===== config.mk =====
export PLATFORM = sky130hd
export DESIGN_NAME = uart_tx_fifo
export DESIGN_NICKNAME = d
export VERILOG_FILES = /design/src/rtl/uart_tx_fifo.sv
export SDC_FILE = /design/constraint.sdc
export NUM_CORES = 1
export LEC_CHECK = 0
export BUFFER_PORTS_ARGS = -buffer_cell sky130_fd_sc_hd__clkbuf_2
export CAP_MARGIN = 10
export CORE_MARGIN = 2
export CORE_UTILIZATION = 59
export CTS_CLUSTER_DIAMETER = 80
export DETAILED_ROUTE_END_ITERATION = 10
export PLACE_DENSITY = 0.9
export SETUP_SLACK_MARGIN = 0.5
export SLEW_MARGIN = 15
export SYNTH_ARGS = -nofsm -noshare
export SYNTH_HDL_FRONTEND = slang
export SYNTH_SLANG_ARGS = --single-unit
export TNS_END_PERCENT = 1

===== constraint.sdc =====
create_clock -name clk -period 4.4 [get_ports clk]
set_input_delay 0.22 -clock clk [delete_from_list [all_inputs] [get_ports clk]]
set_output_delay 0.22 -clock clk [all_outputs]
set_load 0.05 [all_outputs]

===== src/rtl/uart_tx_fifo.sv =====
`default_nettype none
// uart_tx_fifo: FIFO-buffered UART transmitter with run-time divisor, parity and stop bits.
// Define UART_TX_FIFO_PARITY_EN to build the parity bit; without it frames carry no parity.
module uart_tx_fifo #(
  parameter int DATA_BITS  = 8,
  parameter int FIFO_DEPTH = 4,
  parameter int DIV_WIDTH  = 16
) (
  input  logic                          clk,
  input  logic                          rst,
  input  logic [DATA_BITS-1:0]          data,
  input  logic                          valid,
  output logic                          ready,
  input  logic [DIV_WIDTH-1:0]          div,
  input  logic [1:0]                    parity,
  input  logic                          stop2,
  output logic                          tx,
  output logic                          busy,
  output logic [$clog2(FIFO_DEPTH):0]   level
);

  localparam int AW = $clog2(FIFO_DEPTH);
  localparam int LW = AW + 1;
  localparam int BW = $clog2(DATA_BITS);
  localparam logic [LW-1:0] FULL_LEVEL = LW'(FIFO_DEPTH);
  localparam logic [BW-1:0] LAST_BIT   = BW'(DATA_BITS - 1);

  localparam logic [2:0] S_IDLE   = 3'd0;
  localparam logic [2:0] S_START  = 3'd1;
  localparam logic [2:0] S_DATA   = 3'd2;
  localparam logic [2:0] S_PARITY = 3'd3;
  localparam logic [2:0] S_STOP   = 3'd4;

  logic [DATA_BITS-1:0] mem_q [FIFO_DEPTH];
  logic [AW:0]          wr_ptr_q, wr_ptr_d;
  logic [AW:0]          rd_ptr_q, rd_ptr_d;
  logic [LW-1:0]        level_d;
  logic                 ready_q, ready_d;
  logic                 push, pop, load, bit_tick;
  logic [DATA_BITS-1:0] head;

  logic [2:0]           state_q, state_d;
  logic [DIV_WIDTH-1:0] cnt_q, cnt_d;
  logic [DIV_WIDTH-1:0] div_f_q, div_f_d;
  logic [DATA_BITS-1:0] shift_q, shift_d;
  logic [BW-1:0]        bit_q, bit_d;
  logic                 stop2_f_q, stop2_f_d;
  logic                 stop_second_q, stop_second_d;
  logic                 tx_q, tx_d;

`ifdef UART_TX_FIFO_PARITY_EN
  logic                 par_en_q, par_en_d;
  logic                 par_bit_q, par_bit_d;
`else
  logic                 unused_parity;
  assign unused_parity = ^parity;
`endif

  // FIFO bookkeeping: pointers carry a wrap bit so full and empty differ.
  assign push     = valid & ready_q;
  assign head     = mem_q[rd_ptr_q[AW-1:0]];
  assign level    = wr_ptr_q - rd_ptr_q;
  assign wr_ptr_d = push ? wr_ptr_q + (AW+1)'(1) : wr_ptr_q;
  assign rd_ptr_d = pop  ? rd_ptr_q + (AW+1)'(1) : rd_ptr_q;
  assign level_d  = wr_ptr_d - rd_ptr_d;
  assign ready_d  = (level_d != FULL_LEVEL);

  assign ready = ready_q;
  assign tx    = tx_q;
  assign busy  = (state_q != S_IDLE) || (level != '0);

  always_ff @(posedge clk) begin
    if (push) begin
      mem_q[wr_ptr_q[AW-1:0]] <= data;
    end
  end

  always_comb begin
    state_d       = state_q;
    cnt_d         = cnt_q;
    div_f_d       = div_f_q;
    shift_d       = shift_q;
    bit_d         = bit_q;
    stop2_f_d     = stop2_f_q;
    stop_second_d = stop_second_q;
    tx_d          = tx_q;
    pop           = 1'b0;
    load          = 1'b0;
`ifdef UART_TX_FIFO_PARITY_EN
    par_en_d      = par_en_q;
    par_bit_d     = par_bit_q;
`endif
    bit_tick = (cnt_q == '0);
    if (state_q != S_IDLE) begin
      cnt_d = bit_tick ? div_f_q : cnt_q - DIV_WIDTH'(1);
    end

    case (state_q)
      S_IDLE: begin
        if (level != '0) load = 1'b1;
      end
      S_START: begin
        if (bit_tick) begin
          state_d = S_DATA;
          tx_d    = shift_q[0];
          shift_d = shift_q >> 1;
          bit_d   = '0;
        end
      end
      S_DATA: begin
        if (bit_tick) begin
          if (bit_q == LAST_BIT) begin
`ifdef UART_TX_FIFO_PARITY_EN
            if (par_en_q) begin
              state_d = S_PARITY;
              tx_d    = par_bit_q;
            end else begin
              state_d       = S_STOP;
              tx_d          = 1'b1;
              stop_second_d = 1'b0;
            end
`else
            state_d       = S_STOP;
            tx_d          = 1'b1;
            stop_second_d = 1'b0;
`endif
          end else begin
            bit_d   = bit_q + BW'(1);
            tx_d    = shift_q[0];
            shift_d = shift_q >> 1;
          end
        end
      end
`ifdef UART_TX_FIFO_PARITY_EN
      S_PARITY: begin
        if (bit_tick) begin
          state_d       = S_STOP;
          tx_d          = 1'b1;
          stop_second_d = 1'b0;
        end
      end
`endif
      S_STOP: begin
        if (bit_tick) begin
          if (stop2_f_q && !stop_second_q) begin
            stop_second_d = 1'b1;
          end else if (level != '0) begin
            load = 1'b1;
          end else begin
            state_d = S_IDLE;
            tx_d    = 1'b1;
          end
        end
      end
      default: begin
        state_d = S_IDLE;
        tx_d    = 1'b1;
      end
    endcase

    // Frame start: settings are captured here so later changes only affect the next frame.
    if (load) begin
      pop       = 1'b1;
      state_d   = S_START;
      tx_d      = 1'b0;
      cnt_d     = div;
      div_f_d   = div;
      stop2_f_d = stop2;
      shift_d   = head;
`ifdef UART_TX_FIFO_PARITY_EN
      par_en_d  = parity[1];
      par_bit_d = (^head) ^ parity[0];
`endif
    end
  end

  always_ff @(posedge clk or posedge rst) begin
    if (rst) begin
      wr_ptr_q      <= '0;
      rd_ptr_q      <= '0;
      ready_q       <= 1'b1;
      state_q       <= S_IDLE;
      cnt_q         <= '0;
      div_f_q       <= '0;
      shift_q       <= '0;
      bit_q         <= '0;
      stop2_f_q     <= 1'b0;
      stop_second_q <= 1'b0;
      tx_q          <= 1'b1;
`ifdef UART_TX_FIFO_PARITY_EN
      par_en_q      <= 1'b0;
      par_bit_q     <= 1'b0;
`endif
    end else begin
      wr_ptr_q      <= wr_ptr_d;
      rd_ptr_q      <= rd_ptr_d;
      ready_q       <= ready_d;
      state_q       <= state_d;
      cnt_q         <= cnt_d;
      div_f_q       <= div_f_d;
      shift_q       <= shift_d;
      bit_q         <= bit_d;
      stop2_f_q     <= stop2_f_d;
      stop_second_q <= stop_second_d;
      tx_q          <= tx_d;
`ifdef UART_TX_FIFO_PARITY_EN
      par_en_q      <= par_en_d;
      par_bit_q     <= par_bit_d;
`endif
    end
  end

endmodule
`default_nettype wire


* After elaboration in Yosys (flattened, before gate mapping)
Memory sizes are Yosys's and may differ from the RTL's.
Index checks and enable logic that the tools add are counted.
** Cells by class
- Add/sub/neg operators :: 6
- Multiply operators :: 0
- Div/mod/pow operators :: 0
- $lt $le $gt $ge :: 0
- Eq/ne operators :: 19
- Shift-type cells :: 0
- Muxes and demuxes :: 42
- Bitwise operators :: 1
- Reductions and logical operators :: 16
** Operators with widths (count)
- $mux W16 :: 3
- $mux W3 :: 12
- $mux W8 :: 4
- $ne A3 B3 Y1 const B :: 8
- $mux W1 :: 17
- $logic_not A16 Y1 :: 1
- $pmux W8 S2 :: 1
- $sub A16 B1 Y16 const B :: 1
- $ne A2 B2 Y1 const B :: 7
- $pmux W3 S4 :: 1
- $add A3 B1 Y3 const B :: 3
- $reduce_bool A3 Y1 :: 3
- $reduce_and A4 Y1 :: 2
- $reduce_and A7 Y1 :: 1
- $eq A3 B3 Y1 const B :: 2
- $pmux W3 S2 :: 1
- $reduce_and A6 Y1 :: 1
- $reduce_bool A2 Y1 :: 3
- $sub A3 B3 Y3 :: 2
- $reduce_and A5 Y1 :: 1
- $pmux W1 S2 :: 2
- $pmux W1 S4 :: 1
- $eq A3 B1 Y1 const B :: 1
- $eq A3 B2 Y1 const B :: 1
- other kinds (5) :: 5
** Word-level totals
- Register bits after elaboration :: 56
- Latch bits :: 0
- Memory bits (writable) :: 32
- Memory bits (read-only) :: 0
- Bits of input ports :: 30
- Output and inout port bits :: 6
- Word-level logic and storage cells :: 96
- Memories :: 1
** Memory list
- mem_q :: words 4, width 8, rd ports 1, clocked after memory_dff 0, write ports 1, RTL line 34 : logic [DATA_BITS-1:0] mem_q [FIFO_DEPTH];

* Longest topological paths before layout
Gate-level depths: netlist (run 1).
- Depth after elaboration :: 10
- Depth in mapped cells :: 14

* Worst setup path after synthesis (run 1)
Ideal clock, no wire load.
- Path type :: register to register
- Start point :: register wr_ptr_q[0]
- End point :: register ready_q (netlist: ready)
- Library setup time :: 0.064 ns
- Data arrival time :: 3.266 ns
- Data required time :: 4.336 ns
- Path slack :: 1.070 ns
- Cell stages (with the launch flop) :: 15
- Buffers on the path :: 1
- Clock period less this slack :: 3.330 ns
- Cells stage by stage :: dfrtp_1 > inv_1 > ha_1 > fa_1 > xor3_1 > nor2_1 > nor2_1 > nand2_1 > buf_2 > xnor2_1 > ha_1 > nand2b_1 > xnor2_1 > xnor3_1 > nand3_1
** On the way
- Cells in the longest elaborated chain, start to end :: 10
- Elaborated cells between the ends (all ways) :: 12
- Those cells by class :: add/sub: 3; eq/ne: 1; mux: 7; reduce/logical: 1
** Ends and longest elaborated chain
- start: declaration :: RTL line 35 : logic [AW:0] wr_ptr_q, wr_ptr_d;
- start signal: assignment :: RTL line 195 : wr_ptr_q <= wr_ptr_d;
- $sub A3 B3 Y3 * :: RTL line 62 : assign level = wr_ptr_q - rd_ptr_q;
- via level[2] :: RTL line 19 : output logic [$clog2(FIFO_DEPTH):0] level
- $reduce_bool A3 Y1 * :: RTL line 100, 147
- $mux W1 * :: RTL line 100, 147
- $mux W1 :: RTL line 145 : if (stop2_f_q && !stop_second_q) begin
- $mux W1 :: RTL line 144 : if (bit_tick) begin
- $pmux W1 S2 * :: RTL line 98 : case (state_q)
- $mux W1 * :: RTL line 162 : if (load) begin
- $mux W3 * :: RTL line 64 : assign rd_ptr_d = pop ? rd_ptr_q + (AW+1)'(1) : rd_ptr_q;
- via rd_ptr_d[0] :: RTL line 36 : logic [AW:0] rd_ptr_q, rd_ptr_d;
- $sub A3 B3 Y3 * :: RTL line 65 : assign level_d = wr_ptr_d - rd_ptr_d;
- $ne A3 B3 Y1 * :: RTL line 66 : assign ready_d = (level_d != FULL_LEVEL);
- via ready_d :: RTL line 38 : logic ready_q, ready_d;
- end signal: assignment :: RTL line 197 : ready_q <= ready_d;
- end: declaration :: RTL line 38
The timed path passes the listed nets; every way through them passes the cells marked *.
A chain may end at the register's enable or synchronous reset.

* Worst setup path in the final report (run 1)
- Start point :: register rd_ptr_q[0]
- End point :: register ready_q (netlist: ready)
** On the way
- Cells in the longest elaborated chain, start to end :: 10
- Elaborated cells between the ends (all ways) :: 11
- Those cells by class :: add/sub: 3; eq/ne: 1; mux: 6; reduce/logical: 1
** Ends and longest elaborated chain
- start: declaration :: RTL line 36
- start signal: assignment :: RTL line 196 : rd_ptr_q <= rd_ptr_d;
- $sub A3 B3 Y3 :: RTL line 62
- $reduce_bool A3 Y1 :: RTL line 100, 147
- $mux W1 :: RTL line 100, 147
- $mux W1 :: RTL line 145
- $mux W1 :: RTL line 144
- $pmux W1 S2 :: RTL line 98
- $mux W1 :: RTL line 162
- $mux W3 * :: RTL line 64
- $sub A3 B3 Y3 * :: RTL line 65
- $ne A3 B3 Y1 * :: RTL line 66
- via ready_d :: RTL line 38
Marked as above.

==> results.toml, run 1 <==
[finish]
fin_cells = 493
layout.nets = 434
fin_area_um2 = 4690
antenna_cells = 0
fillers = 482
drive_above_1_share_pct = 21.2
area_growth_pct = 10.3

[setup_path]
arrival_ns = 3.75
crit_fanout = 11
crit_type = "reg2reg"
crit_start = "rd_ptr_q[0]"
critPathCaptureType = "flip-flop"
cp_data_required_time_ns = 4.71
start_kind = "flip-flop"
rrSetupSlack_ns = 0.96
r2r_start = "rd_ptr_q[0]"

[power_and_ir_drop]
combPwrFrac_pct = 40.5
switching_share_pct = 40.9
p_seq_share_pct = 42.8
power_density_nw_per_um2 = 695
finalPower_mw = 3.26
clkPwrFrac_pct = 16.6
p_leak_nw = 2.03
p_sw_mw = 1.33
max-vdd-ir-drop_mv = 0.888
p_int_mw = 1.93

[detailed_routing]
post_drt_wl_per_cell_um = 16.9
num_vias = 2924
postRouteAntennaNets = 0
drcViolationCount = 0
routed_wl_mm = 8.31
dr.first_iter.drc_count = 195
first_pass_iters = 4
via_per_inst = 5.93

[yosys]
synthFlopType = "dfrtp_1"
ys_ff_latch = 88
async_reset_ff_share_pct = 63.6
syn_area_um2 = 4250
synth_seq_area_share_pct = 55.6
synthCells = 360
synth_nets = 402
synth.avg_cell_area_um2 = 11.8
synth_cell_types = 55
synth_edf_count = 32
yosys_warnings = 0

[timing]
fmax_ghz = 0.290
post-route-period-util_pct = 78.3
fin_tns_setup_ns = 0
setup_viol = 0
slew_headroom_pct = 50.2
rsz0062_at_grt = "false"
max_slew.worst_pin.slew_ns = 0.745
hold_violations = 0
setup_ws_ns = 0.956
final.min_clock_period_ns = 3.44
clock_skew_ns = 0.0101
slew_violations = 0

[placement]
port_buffers = 33
postPlaceCellArea_um2 = 4490
dp.cells = 477
hpwl_mm = 5.52
dp_slack_ns = 1.01
gp_congestion = 0.850

[status]
status = "completed"

[clock_network]
htreeDepth = 3
clockRootBuffer = "clkbuf_8"
post_cts_resized = 0
cts.clk_slew.worst_paths_ns = 0.09
cts_tree = "done"
cts_made_buffers = 9
worstSkewPairLatency_ns = 0.37
cts_buffer_depth = 2
post_cts_buffers = 0
clock_sinks = 88
hold_buffers = 0

[global_route]
grt_pass1_wl_mm = 13.9
antenna_found_initial = 0
grt_overflow = 0
grt_usage_pct = 23.5
grt_pass1_vias = 2962
grt_max_degree = 57

[flow_run]
max-cap-violations = 0

[floorplanning]
rows = 30
initial_core_util_pct = 61.9
core_um2 = 6870
die_h_um = 88.9
die_x_um = 88.9
dieArea_um2 = 7900
pin_count = 36

[hold_path]
min_path_type = "in2async"
-- state kept, by name, indices dropped and copies added (netlist names) --
name,cells
rd_ptr_q,3
bit_q,3
div_f_q,16
mem_q,32
stop_second_q,1
ready,1
tx,1
state_q,3
wr_ptr_q,3
shift_q,8
stop2_f_q,1
cnt_q,16
-- routing by layer --
metal	vias up	track usage, %	wire length (µm)
li1	1370	-	-
met1	1455	30.6	3600
met2	87	39.6	4170
met3	12	4.25	405
met4	0	8.95	132
met5	-	0	0
-- cells in the mapped netlist, drive strengths merged (3+ instances only) --
library cell / count / share of area (%)
and3: 4 / 0.59
mux4: 8 / 4.2
mux2: 16 / 4.2
nand2: 74 / 6.5
nor2: 16 / 1.4
edfxtp: 32 / 23
xnor2: 9 / 1.9
nor4: 5 / 1.1
buf: 5 / 0.94
nand3: 15 / 1.8
xor2: 7 / 1.4
a22o: 3 / 0.62
clkbuf: 11 / 0.97
inv: 11 / 0.97
nor3: 11 / 1.3
o2111ai: 8 / 1.6
a21oi: 6 / 0.71
o21ai: 5 / 0.59
o22ai: 3 / 0.44
nand2b: 5 / 0.74
o211ai: 3 / 0.53
ha: 11 / 3.2
or4: 4 / 0.71
dfrtp: 54 / 32
-- area by class of cell --
cell class	instances	area, µm²	share of cell area, %
clock buffers	9	124	2.64
clock inverters	7	72.6	1.55
flip-flops and latches	88	2360	50.4
well taps	96	120	2.56
repair buffers	37	195	4.16
multi-input cells	245	1770	37.8
inverters	11	41.3	0.880
-- logic make-up (layout without fill, tap and decap cells) --
| logic type | count (synthesis) | count (layout) | share of synthesized area [%] |
|---|---|---|---|
| AND/OR/NAND/NOR | 146 | 146 | 16.2 |
| buffers and inverters | 27 | 64 | 2.88 |
| adder cells (fa/ha/maj) | 12 | 12 | 3.71 |
| multiplexers | 26 | 26 | 8.94 |
| AO/OA/AOI/OAI | 43 | 43 | 8.27 |
| flip-flops | 88 | 88 | 55.6 |
| XOR/XNOR | 18 | 18 | 4.38 |
-- worst max-delay path, cell delays in order (launching register included) --
cell and delay, ns:
dfrtp_1 0.60, ha_1 0.31, fa_1 0.38, xor3_1 0.36, nor2_1 0.11, nor2_1 0.32, nand2_1 0.20, mux2i_1 0.19
ha_1 0.25, nand2b_1 0.17, xnor2_1 0.15, xnor3_1 0.23, nand3_1 0.11
-- metrics by stage --
step / hold slack [ns] / util, %
finish: 0.0141 / 68.3
global route: 0.0441 / 68.3
CTS: 0.0259 / 68.3
detailed placement: 0.421 / 65.4
global placement: 0.419 / 65.4
floorplan: 0.319 / -
-- power by group through the flow --
stage / Sequential, mW / Clock, mW / Combinational [mW]
final: 1.40 / 0.543 / 1.32
after global routing: 1.43 / 0.587 / 1.46
after CTS: 1.39 / 0.553 / 1.33
after detailed placement: 1.41 / 0 / 1.31
after global placement: 1.39 / 0 / 1.24
after floorplan: 1.33 / 0 / 1.09
-- path summary, 6_finish.rpt --
kind,to,cells past startpoint
max in group asynchronous,div_f_q[5],3
min in group clk,stop2_f_q,3
setup / recovery,ready,12
setup reg to reg,ready,12
hold / removal,div_f_q[4],3
hold reg to reg,div_f_q[1],2
-- cell usage in the layout (no fill, tap or decap), drive strengths merged, types with 5 or more instances in the layout --
master	count
nand2	74
dfrtp	54
clkbuf	42
edfxtp	32
nor2	16
mux2	16
nand3	15
inv	15
nor3	11
ha	11
xnor2	9
o2111ai	8
mux4	8
xor2	7
a21oi	6
nand2b	5
o21ai	5
nor4	5
Power figures use the tool's default switching activity.
==> inputs of run 2 (changes only) <==
==> constraint.sdc (replaced) <==
create_clock -name clk -period 3.4 [get_ports clk]
set_input_delay 0.17 -clock clk [delete_from_list [all_inputs] [get_ports clk]]
set_output_delay 0.17 -clock clk [all_outputs]
set_load 0.05 [all_outputs]
==> run 2 against run 1 <==
  * The flow now finishes with violations (hold timing)
  * Count of clock-buffer cells in the layout is the same
  * Worst hold slack worse by 0.076 ns
  * Register-to-register slack worse by 0.41 ns
  * Setup slack worse by 0.41 ns
==> results.toml, run 2 (synthesized netlist as in run 1, its figures left out) <==
[detailed_routing]
first_pass_iters = 5
postRouteAntennaNets = 0
drcViolationCount = 0
via_per_inst = 5.98
num_vias = 3070
post_drt_wl_per_cell_um = 17.6
dr.first_iter.drc_count = 341
routed_wl_mm = 9.03

[power_and_ir_drop]
p_leak_nw = 2.18
switching_share_pct = 38.9
p_sw_mw = 1.86
clkPwrFrac_pct = 18.5
max-vdd-ir-drop_mv = 0.851
p_seq_share_pct = 37.0
combPwrFrac_pct = 44.5
p_int_mw = 2.92
finalPower_mw = 4.78
power_density_nw_per_um2 = 954

[timing]
clock_skew_ns = 0.0113
slew_violations = 0
hold_violations = 52
fin_tns_setup_ns = 0
final.min_clock_period_ns = 2.86
post-route-period-util_pct = 84.0
max_slew.worst_pin.slew_ns = 0.936
rsz0062_at_grt = "true"
timing.hold.ws_ns = -0.0619
setup_viol = 0
fmax_ghz = 0.350
slew_headroom_pct = 37.6

[global_route]
grt_pass1_wl_mm = 14.7
grt_usage_pct = 24.9
grt_pass1_vias = 3099
antenna_found_initial = 0
grt_overflow = 0
grt_max_degree = 55

[finish]
area_growth_pct = 17.7
final_cell_mix = "nand2_1, dfrtp_1, clkbuf_2, edfxtp_1, buf_4"
fillers = 446
layout_commonest_cell = "nand2_1"
drive_above_1_share_pct = 27.8
layout.nets = 454
multi_input_area_um2 = 1860
fin_area_um2 = 5010
antenna_cells = 0
register_area_um2 = 2360
largest_reg_flops = 32

[setup_path]
crit_type = "reg2reg"
r2r_start = "cnt_q[2]"
crit_fanout = 23
arrival_ns = 3.12
slowest_stage = "o41ai_4"
path_buf_inv = 2
cp_data_required_time_ns = 3.66
rrSetupSlack_ns = 0.54
crit_top_cell = "buf_4"
crit_chain = "nor4_4 -> nand4b_1 -> o41ai_4 -> buf_4 -> and2_4 -> buf_4 -> a2111oi_0 -> a221o_1"
critPathCaptureType = "flip-flop"
critPathTopFamily = "simple AND/OR/NAND/NOR gates"
start_kind = "flip-flop"
crit_start = "cnt_q[2]"
critPathMaxStageDelay_ns = 0.49

[floorplanning]
rows = 30
die_x_um = 88.9
initial_core_util_pct = 61.9
dieArea_um2 = 7900
pin_count = 36
core_um2 = 6870
die_h_um = 88.9

[clock_network]
cts_buffer_depth = 2
cts_made_buffers = 9
clock_sinks = 88
htreeDepth = 3
cts.clk_slew.worst_paths_ns = 0.10
worstSkewPairLatency_ns = 0.38
cts_tree = "done"
clockRootBuffer = "clkbuf_8"

[status]
violations = "hold timing"
status = "finished with violations"

[hold_path]
min_path_type = "in2async"

[placement]
hpwl_mm = 5.80
port_buffers = 33
postPlaceCellArea_um2 = 4550
gp_congestion = 0.847

[flow_run]
max-cap-violations = 0
-- run 2: changes by cell type in the layout (fill, tap and decap cells not counted), sizes merged --
cell / change
buf: +17
bufinv: +3
clkinv: +1
dlygate4sd3: +3
inv: -4
-- run 2: final cells by class --
class	instances	area share [%]
clock buffers	9	2.47
clock inverters	7	2.50
inverters	11	0.925
multi-input cells	245	37.2
flip-flops and latches	88	47.2
well taps	96	2.40
repair buffers	57	7.32
-- run 2: path summary, 6_finish.rpt --
| path | end | cells after the start |
|---|---|---|
| min in group clk | div_f_q[1] | 3 |
| worst max register to register | cnt_q[15] | 8 |
| worst min register to register | tx | 1 |
| worst max-delay path | cnt_q[15] | 8 |
| max in group asynchronous | tx | 3 |
| worst min-delay path | cnt_q[13] | 2 |
-- run 2: stage by stage --
step	instances	util (%)	setup WS, ns
finish	513	72.9	0.543
global route	513	72.9	0.456
CTS	507	71.6	0.483
detailed placement	481	66.3	0.304
global placement	481	66.3	0.416
floorplan	360	-	0.424
-- run 2: worst reg2reg max path: stages (launching register included) --
cell	delay, ns
dfrtp_1	0.47
nor4_4	0.44
nand4b_1	0.25
o41ai_4	0.49
buf_4	0.21
and2_4	0.21
buf_4	0.29
a2111oi_0	0.12
a221o_1	0.27
-- run 2: power by group through the flow --
stage	combinational, mW	sequential, mW	clock (mW)
2_1_floorplan	1.45	1.72	0
3_3_place_gp	1.72	1.75	0
3_5_place_dp	1.83	1.78	0
4_1_cts	1.97	1.76	0.897
5_1_grt	2.31	1.80	0.946
6_report	2.12	1.77	0.885
-- run 2: metal layers --
layer	share of wire, %	vias to the layer above	global-route usage, %
li1	-	1408	-
met1	41	1518	31.5
met2	50	119	40.6
met3	5.9	25	6.46
met4	2.4	0	11.6
met5	0	-	0
-- run 2: repair_timing --
item,in CTS,in global routing
hold buffers,3,0
setup buffers,7,5
gates cloned,0,1
endpoints found under the hold margin,3,0
endpoints found under the setup margin,11,10
pin swaps,4,4
resized for setup,5,8
